==> config.mk <==
export PLATFORM = sky130hd
export DESIGN_NAME = cordic_xy_rotator
export DESIGN_NICKNAME = d
export VERILOG_FILES = /design/src/rtl/cordic_pkg.sv /design/src/rtl/cordic_xy_step.sv /design/src/rtl/cordic_xy_rotator.sv
export SDC_FILE = /design/constraint.sdc
export NUM_CORES = 1
export LEC_CHECK = 0
export CAP_MARGIN = 25
export CORE_ASPECT_RATIO = 0.8
export CORE_MARGIN = 2
export CORE_UTILIZATION = 55
export CTS_CLUSTER_SIZE = 25
export DETAILED_ROUTE_END_ITERATION = 10
export PLACE_DENSITY = 0.75
export SKIP_LAST_GASP = 1
export SLEW_MARGIN = 25
export SYNTH_ARGS = -nofsm -noshare
export SYNTH_HDL_FRONTEND = slang
export SYNTH_SLANG_ARGS = --single-unit
==> constraint.sdc <==
create_clock -name clk -period 4.5 [get_ports clk]
set_input_delay 1.125 -clock clk [delete_from_list [all_inputs] [get_ports clk]]
set_output_delay 1.125 -clock clk [all_outputs]
set_load 0.02 [all_outputs]
==> src/rtl/cordic_pkg.sv <==
// Shared constants, state encoding and helpers for the CORDIC vector rotator.
// The angle stage's arctan table lives here so both stages use one copy.
package cordic_pkg;
  localparam int XY_W_DEF   = 12;
  localparam int ITER_DEF   = 8;
  localparam int K_INIT_DEF = 622;

  typedef enum logic [1:0] {IDLE, ROTATE, DONE} state_e;

  // Step counter needs at least one bit even when only one micro-rotation is run.
  function automatic int step_w(input int iter);
    return (iter > 1) ? $clog2(iter) : 1;
  endfunction

  localparam int STEP_W = step_w(ITER_DEF);

  // arctan(2^-i), 256 units = 180 degrees
  localparam logic [7:0] ATAN_TAB [8] = '{8'd64, 8'd38, 8'd20, 8'd10,
                                          8'd5,  8'd3,  8'd1,  8'd1};
endpackage

==> src/rtl/cordic_xy_step.sv <==
// Single combinational CORDIC micro-rotation: rotates (X,Y) by +/-arctan(2^-i).
module cordic_xy_step #(
  parameter int XY_W = 12,
  parameter int SH_W = 3
) (
  input  logic signed [XY_W-1:0] x_i,
  input  logic signed [XY_W-1:0] y_i,
  input  logic        [SH_W-1:0] shift_i,
  input  logic                   dir_i,
  output logic signed [XY_W-1:0] x_o,
  output logic signed [XY_W-1:0] y_o
);
  logic signed [XY_W-1:0] xs, ys;

  assign xs  = x_i >>> shift_i;
  assign ys  = y_i >>> shift_i;
  // dir 0 rotates counter-clockwise, dir 1 clockwise; sums wrap to XY_W
  assign x_o = dir_i ? (x_i + ys) : (x_i - ys);
  assign y_o = dir_i ? (y_i - xs) : (y_i + xs);
endmodule

==> src/rtl/cordic_xy_rotator.sv <==
// Iterative CORDIC rotator: one direction bit per step, returns cos/sin of (K,0) rotated.
// Optional QUADRANT_EN macro adds a quadrant input that remaps the final result.
module cordic_xy_rotator
  import cordic_pkg::*;
#(
  parameter int XY_W   = XY_W_DEF,
  parameter int ITER   = ITER_DEF,
  parameter int K_INIT = K_INIT_DEF
) (
  input  logic            clk,
  input  logic            rst_n,
  input  logic            start_i,
  output logic            ready_o,
  input  logic            dir_i,
  input  logic            dir_valid_i,
  output logic            dir_ready_o,
`ifdef QUADRANT_EN
  input  logic [1:0]      quadrant_i,
`endif
  output logic            out_valid_o,
  input  logic            out_ready_i,
  output logic [XY_W-1:0] cos_o,
  output logic [XY_W-1:0] sin_o
);
  localparam int            SW   = step_w(ITER);
  localparam logic [SW-1:0] LAST = SW'(ITER - 1);

  state_e                 state_q, state_d;
  logic signed [XY_W-1:0] x_q, x_d, y_q, y_d;
  logic signed [XY_W-1:0] cos_q, cos_d, sin_q, sin_d;
  logic signed [XY_W-1:0] x_nx, y_nx, c_fin, s_fin;
  logic        [SW-1:0]   step_q, step_d;

  cordic_xy_step #(.XY_W(XY_W), .SH_W(SW)) u_step (
    .x_i     (x_q),
    .y_i     (y_q),
    .shift_i (step_q),
    .dir_i   (dir_i),
    .x_o     (x_nx),
    .y_o     (y_nx)
  );

`ifdef QUADRANT_EN
  logic [1:0] quad_q, quad_d;

  // Map the first-quadrant result onto the latched quadrant at the final write
  always_comb begin
    c_fin = x_nx;
    s_fin = y_nx;
    case (quad_q)
      2'd1: begin c_fin = -y_nx; s_fin =  x_nx; end
      2'd2: begin c_fin = -x_nx; s_fin = -y_nx; end
      2'd3: begin c_fin =  y_nx; s_fin = -x_nx; end
      default: ;
    endcase
  end

  always_ff @(posedge clk or negedge rst_n) begin
    if (!rst_n) quad_q <= 2'd0;
    else        quad_q <= quad_d;
  end
`else
  assign c_fin = x_nx;
  assign s_fin = y_nx;
`endif

  always_comb begin
    state_d = state_q;
    x_d     = x_q;
    y_d     = y_q;
    step_d  = step_q;
    cos_d   = cos_q;
    sin_d   = sin_q;
`ifdef QUADRANT_EN
    quad_d  = quad_q;
`endif
    case (state_q)
      IDLE: begin
        if (start_i) begin
          x_d     = XY_W'(K_INIT);
          y_d     = '0;
          step_d  = '0;
`ifdef QUADRANT_EN
          quad_d  = quadrant_i;
`endif
          state_d = ROTATE;
        end
      end
      ROTATE: begin
        // No direction bit this cycle means a stall: X, Y and step hold
        if (dir_valid_i) begin
          x_d = x_nx;
          y_d = y_nx;
          if (step_q == LAST) begin
            cos_d   = c_fin;
            sin_d   = s_fin;
            state_d = DONE;
          end else begin
            step_d = step_q + 1'b1;
          end
        end
      end
      DONE: begin
        if (out_ready_i) state_d = IDLE;
      end
      default: state_d = IDLE;
    endcase
  end

  always_ff @(posedge clk or negedge rst_n) begin
    if (!rst_n) begin
      state_q <= IDLE;
      x_q     <= '0;
      y_q     <= '0;
      step_q  <= '0;
      cos_q   <= '0;
      sin_q   <= '0;
    end else begin
      state_q <= state_d;
      x_q     <= x_d;
      y_q     <= y_d;
      step_q  <= step_d;
      cos_q   <= cos_d;
      sin_q   <= sin_d;
    end
  end

  assign ready_o     = (state_q == IDLE);
  assign dir_ready_o = (state_q == ROTATE);
  assign out_valid_o = (state_q == DONE);
  assign cos_o       = cos_q;
  assign sin_o       = sin_q;
endmodule

Word level (Yosys, flattened, before mapping)
Cells that the tools add are included.

word-level totals
  register bits after elaboration = 53
  input port bits = 6
  output and inout port bits = 27
  word-level logic and storage cells = 44

cells by class
  add/subtract/negate cells = 5
  equal/unequal tests = 8
  shift-type cells = 2
  mux-type cells = 17
  reduce and logical (&&, ||, !) cells = 6

operators by type and width
  cell                 number
  $mux 12              6
  $pmux 12 s2          2
  $add 12x12->12       2
  $sshr 12x3->12       2
  $sub 12x12->12       2
  $mux 3               3
  $mux 2               4
  $reduce_and 4->1     2
  $ne 2x2->1 const B   3
  $pmux 2 s3           1
  $pmux 3 s2           1
  $reduce_and 3->1     2
  $ne 2x1->1 const B   2
  $add 3x1->3 const B  1
  $eq 3x3->1 const B   1
  $eq 2x1->1 const B   1
  $eq 2x2->1 const B   1
  $logic_not 2->1      1
  $reduce_bool 2->1    1

Logic depth before layout (Yosys ltp)
  depth after elaboration = 5
  depth in mapped cells = 21
  mapped depth without buffers = 19

By module
Synthesis repeated with hierarchy kept, for this count alone.

unflattened totals
  cell total of the unflattened synthesis = 454
  area total of the unflattened synthesis = 4581.9 sq um

by module, submodules not included
  module             times used  cells an instance  area an instance (sq um)  sequential area each (sq um)
  cordic_xy_step     1           317                2453.6                    0.0
  cordic_xy_rotator  1           137                2128.3                    1326.3

Least setup slack after synthesis
No wires, ideal clock.

  path kind = register -> register
  start = register step_q[1]
  end = register x_q[11]
  library setup time = 104 ps
  arrival = 3922 ps
  required time = 4396 ps
  slack = 473 ps
  stages on the path, launching flop included = 19
  path buffers = 3
  period minus slack after synthesis = 4027 ps
  cell sequence = dfrtp_1 > buf_6 > buf_4 > buf_2 > mux4_2 > mux2i_1 > ha_1 > o21ai_1 > or3_1 > nor2_2 > a21oi_1 > xnor2_1 > mux2i_1 > ha_1 > a21o_1 > a41oi_1 > o2bb2ai_1 > xnor3_2 > o311ai_1

between the ends
  longest elaborated chain between the ends = 5
  elaborated cells between the ends (all ways) = 6
  those cells by class = 2 x add/sub; 1 x shift; 3 x mux

RTL lines
  element                                           line                      RTL
  start: declaration                                cordic_xy_rotator.sv:32   logic [SW-1:0] step_q, step_d;
  start signal: assignment                          cordic_xy_rotator.sv:122  step_q <= step_d;
  $sshr 12x3->12 (*)                                cordic_xy_step.sv:16      assign ys = y_i >>> shift_i;
  $sub 12x12->12 or $add 12x12->12 (tied branches)  cordic_xy_step.sv:18      assign x_o = dir_i ? (x_i + ys) : (x_i - ys);
  $mux 12 (*)                                       cordic_xy_step.sv:18
  $mux 12 (*)                                       cordic_xy_rotator.sv:91   if (dir_valid_i) begin
  $pmux 12 s2 (*)                                   cordic_xy_rotator.sv:77   case (state_q)
  end signal: assignment                            cordic_xy_rotator.sv:113  x_q <= '0;
  end signal: assignment                            cordic_xy_rotator.sv:120  x_q <= x_d;
  end: declaration                                  cordic_xy_rotator.sv:29   logic signed [XY_W-1:0] x_q, x_d, y_q, y_d;

Mark *: on every way between the ends. The rest lies on a longest branch, timed or not. The select of a mux whose other input is x is not followed.
A chain may end at the register's enable or synchronous reset.

Worst setup path in the final report
  start = register step_q[0]
  end = register x_q[11]

The elaborated chain is that of the path after synthesis.

==> Implementation_results.wiki <==
{| class="wikitable"
! Metric !! Value
|-
| Vias after detailed routing || 3946
|-
| Final-layout setup total negative slack || 0 ns
|-
| Endpoint kind of the worst setup timing path || flip-flop
|-
| Initial cell density of the core || 0.574
|-
| Synth-to-Final Area Change || 12.0%
|-
| Highest clock rate || 239 MHz
|-
| Area of the mapped netlist || between 4000 and 5000 um^2
|-
| Slew at the pin closest to its max-slew limit || slightly above 0.8 ns
|-
| Share of the synthesized area in compound gates (AO/OA/AOI/OAI) || 0.183
|-
| Result of the run || complete, no violations
|-
| Largest area contributor in the netlist || dfrtp_1
|-
| Synthesized-area fraction occupied by adder cells || 0.0872
|-
| Area of the die || 9150 um^2
|-
| Primary FF master, synth || dfrtp_1
|-
| First-pass detailed-route iteration total || 5
|-
| Final Routed Wirelength || 11800 um
|-
| Average size of a mapped cell || 9.28 um^2
|-
| H-Tree Depth || 2
|-
| HPWL reported at the end of detailed placement || 8680 um
|-
| Seq/Total Area, Yosys || 0.287
|-
| Area share of the leading cell type in the synthesized netlist || 0.287
|-
| TritonCTS Buffers || 5
|-
| Remaining routing DRC violations || 0
|-
| Shortest clock period the worst path allows after layout || about 4.2 ns
|-
| Final period util || 0.930
|-
| Clock Sinks || 53
|-
| Routed wire per std cell || around 18 um
|-
| Fraction of synthesized cell area in xor and xnor cells || 0.0820
|-
| Number of enable flip-flop cells after synthesis || 0
|-
| Share of final-layout standard cells stronger than drive strength 1 || 0.141
|-
| Simple logic cell fraction of the synthesized area || 0.154
|-
| Setup Crit Path Kind || flip-flop to flip-flop
|-
| RSZ-0062 raised after global routing || no
|-
| Required arrival time at the worst endpoint || 4.71 ns
|-
| Headroom to the max-slew limit || 0.456
|-
| I/O pins || 33
|-
| Quantity of I/O buffers inserted on ports || 32
|-
| GPL Wtd Cong || 0.929
|-
| Fillers || 704
|-
| CP startpoint kind || flip-flop
|-
| Clock insertion delay at the later pin of the skew report || a little over 0.3 ns
|-
| Ys async rst share || 1.00
|-
| Nets in the synthesized netlist || 535
|-
| Buffer count from post-CTS setup fixing || 0
|-
| Vias per cell || about 6.2
|-
| Most frequent cells in the layout || nand2_1 (56), dfrtp_1 (52), nor2_1 (44), o21ai_0 (41), clkdlybuf4s50_1 (31)
|-
| Total count of hold-check failures in the final report || 0
|-
| Final #Nets || 570
|-
| Hold Crit Depth || 2
|-
| Maximum net fanout on the critical path || 6
|-
| Class of the tightest hold or removal check || flip-flop to flip-flop
|-
| TritonCTS clock tree || yes
|-
| Antenna diode instance count || 0
|-
| Placed Instance Area || 5060 um^2
|-
| Hold Slack || between 0.4 and 0.5 ns
|-
| Overall fraction of global-route tracks in use || 0.272
|-
| Area of the core || 8060 um^2
|-
| Multiplexer share of the synthesized area || 0.152
|-
| Number of warnings printed during yosys synthesis || 0
|-
| Antenna-violating nets left || 0
|-
| Design Area, Final || 5180 um^2
|-
| Number of different library cells in the post-synthesis netlist || 65
|-
| Worst Skew || 0.00932 ns
|-
| Drt first-iter violations || 273
|-
| Arr. time, crit path || 4.39 ns
|-
| Synth area leaders || dfrtp_1 (29%), ha_1 (7.9%), mux4_2 (6.8%)
|-
| Cell count of the worst reg-to-reg path || 16
|-
| Gate Count Post-Synth || 498
|-
| Die height || roughly 86 um
|-
| Horizontal die dimension || between 100 and 150 um
|-
| Max-capacitance violation count || 0
|-
| Number of storage elements in the synthesis netlist || 53
|-
| Root Driver || clkbuf_8
|-
| Combinational family with the most area after synthesis || compound AO/OA/AOI/OAI gates
|-
| Number of antenna violations at the first check in global routing || 0
|-
| Pins over their slew limit || 0
|-
| Vias in the first global route || 3842
|-
| Total congestion overflow after global routing || 0
|-
| Standard-cell row count || 29
|-
| Leading cell type in the layout, fill and taps excluded || nand2_1
|-
| Pin count of the biggest net entering global routing || 30
|-
| Deepest clock path buffer count || 2
|-
| Clk slew on worst S/H paths || 0.09 ns
|-
| Global-route wire length before repair || 19500 um
|-
| Setup violation total in the final timing report || 0
|}
==> metal layers <==
metal  vias to the layer above  share of wire  GRT usage
met5                         -              0          0
met3                        18          0.051     0.0464
met1                      1933           0.47      0.379
met2                       122           0.47      0.447
li1                       1873              -          -
met4                         0          0.015     0.0673
==> state kept, by name (all words and copies together) (netlist names) <==
name	count
x_q	12
step_q	3
cos_o	12
state_q	2
sin_o	12
y_q	12
==> repair_timing <==
action / 4_1_cts / 5_1_grt
resized for setup: 0 / 6
endpoints found under the setup margin: 0 / 4
hold buffers: 0 / 0
==> cells by family (layout without fill, tap and decap cells) <==
logic type / after synthesis / after routing
compound gates: 129 / 129
xor+xnor: 40 / 40
fa+ha+maj: 31 / 31
buf+inv: 45 / 80
flops: 53 / 53
mux: 45 / 45
simple gates: 155 / 155
==> final timing paths <==
path	from	end	slack, ns
max	step_q[0]	x_q[11]	0.31
min	sin_o[7]	sin_o[7]	0.48
max reg2reg	step_q[0]	x_q[11]	0.31
min reg2reg	sin_o[7]	sin_o[7]	0.48
max in group asynchronous	rst_n	step_q[0]	2.85
min in group asynchronous	rst_n	sin_o[2]	0.81
==> area by class of cell <==
cell class,count,area [um^2],share of cell area
timing repair buffer,55,488,0.0942
inverter,18,67.6,0.0130
multi-input combinational,400,3070,0.594
sequential,53,1330,0.256
tap,108,135,0.0261
clock buffer,7,86.3,0.0167
==> synthesized netlist by cell type (all sizes together) (12+ instances only) <==
cell type,n
nor3,15
buf,15
nor2,45
nand2,56
inv,18
o21ai,45
xnor2,25
a21oi,27
dfrtp,53
mux2i,16
ha,29
clkbuf,12
xor2,13
mux4,18
==> through the flow <==
| step | cells | worst slack, ns | util |
|---|---|---|---|
| final | 641 | 0.314 | 0.643 |
| after global routing | 641 | 0.0123 | 0.643 |
| after CTS | 641 | 0.203 | 0.639 |
| after detailed placement | 634 | 0.0136 | 0.628 |
| after global placement | 634 | 0.0419 | 0.628 |
| after floorplan | 498 | 0.473 | - |
==> worst max-delay path: stages, from the launching register on <==
cell,delay [ns]
dfrtp_2,0.45
buf_4,0.17
mux4_2,0.53
mux2i_2,0.21
ha_1,0.21
o21ai_1,0.09
or3_1,0.41
nor2_2,0.16
a21oi_1,0.11
xnor2_1,0.13
mux2i_1,0.20
ha_1,0.27
a21o_1,0.15
a41oi_1,0.29
o2bb2ai_2,0.19
xnor3_2,0.28
o311ai_1,0.24
Power is left out: the tool's default activity adds up to more than one toggle a clock period on the data nets, which glitch-free logic cannot reach.
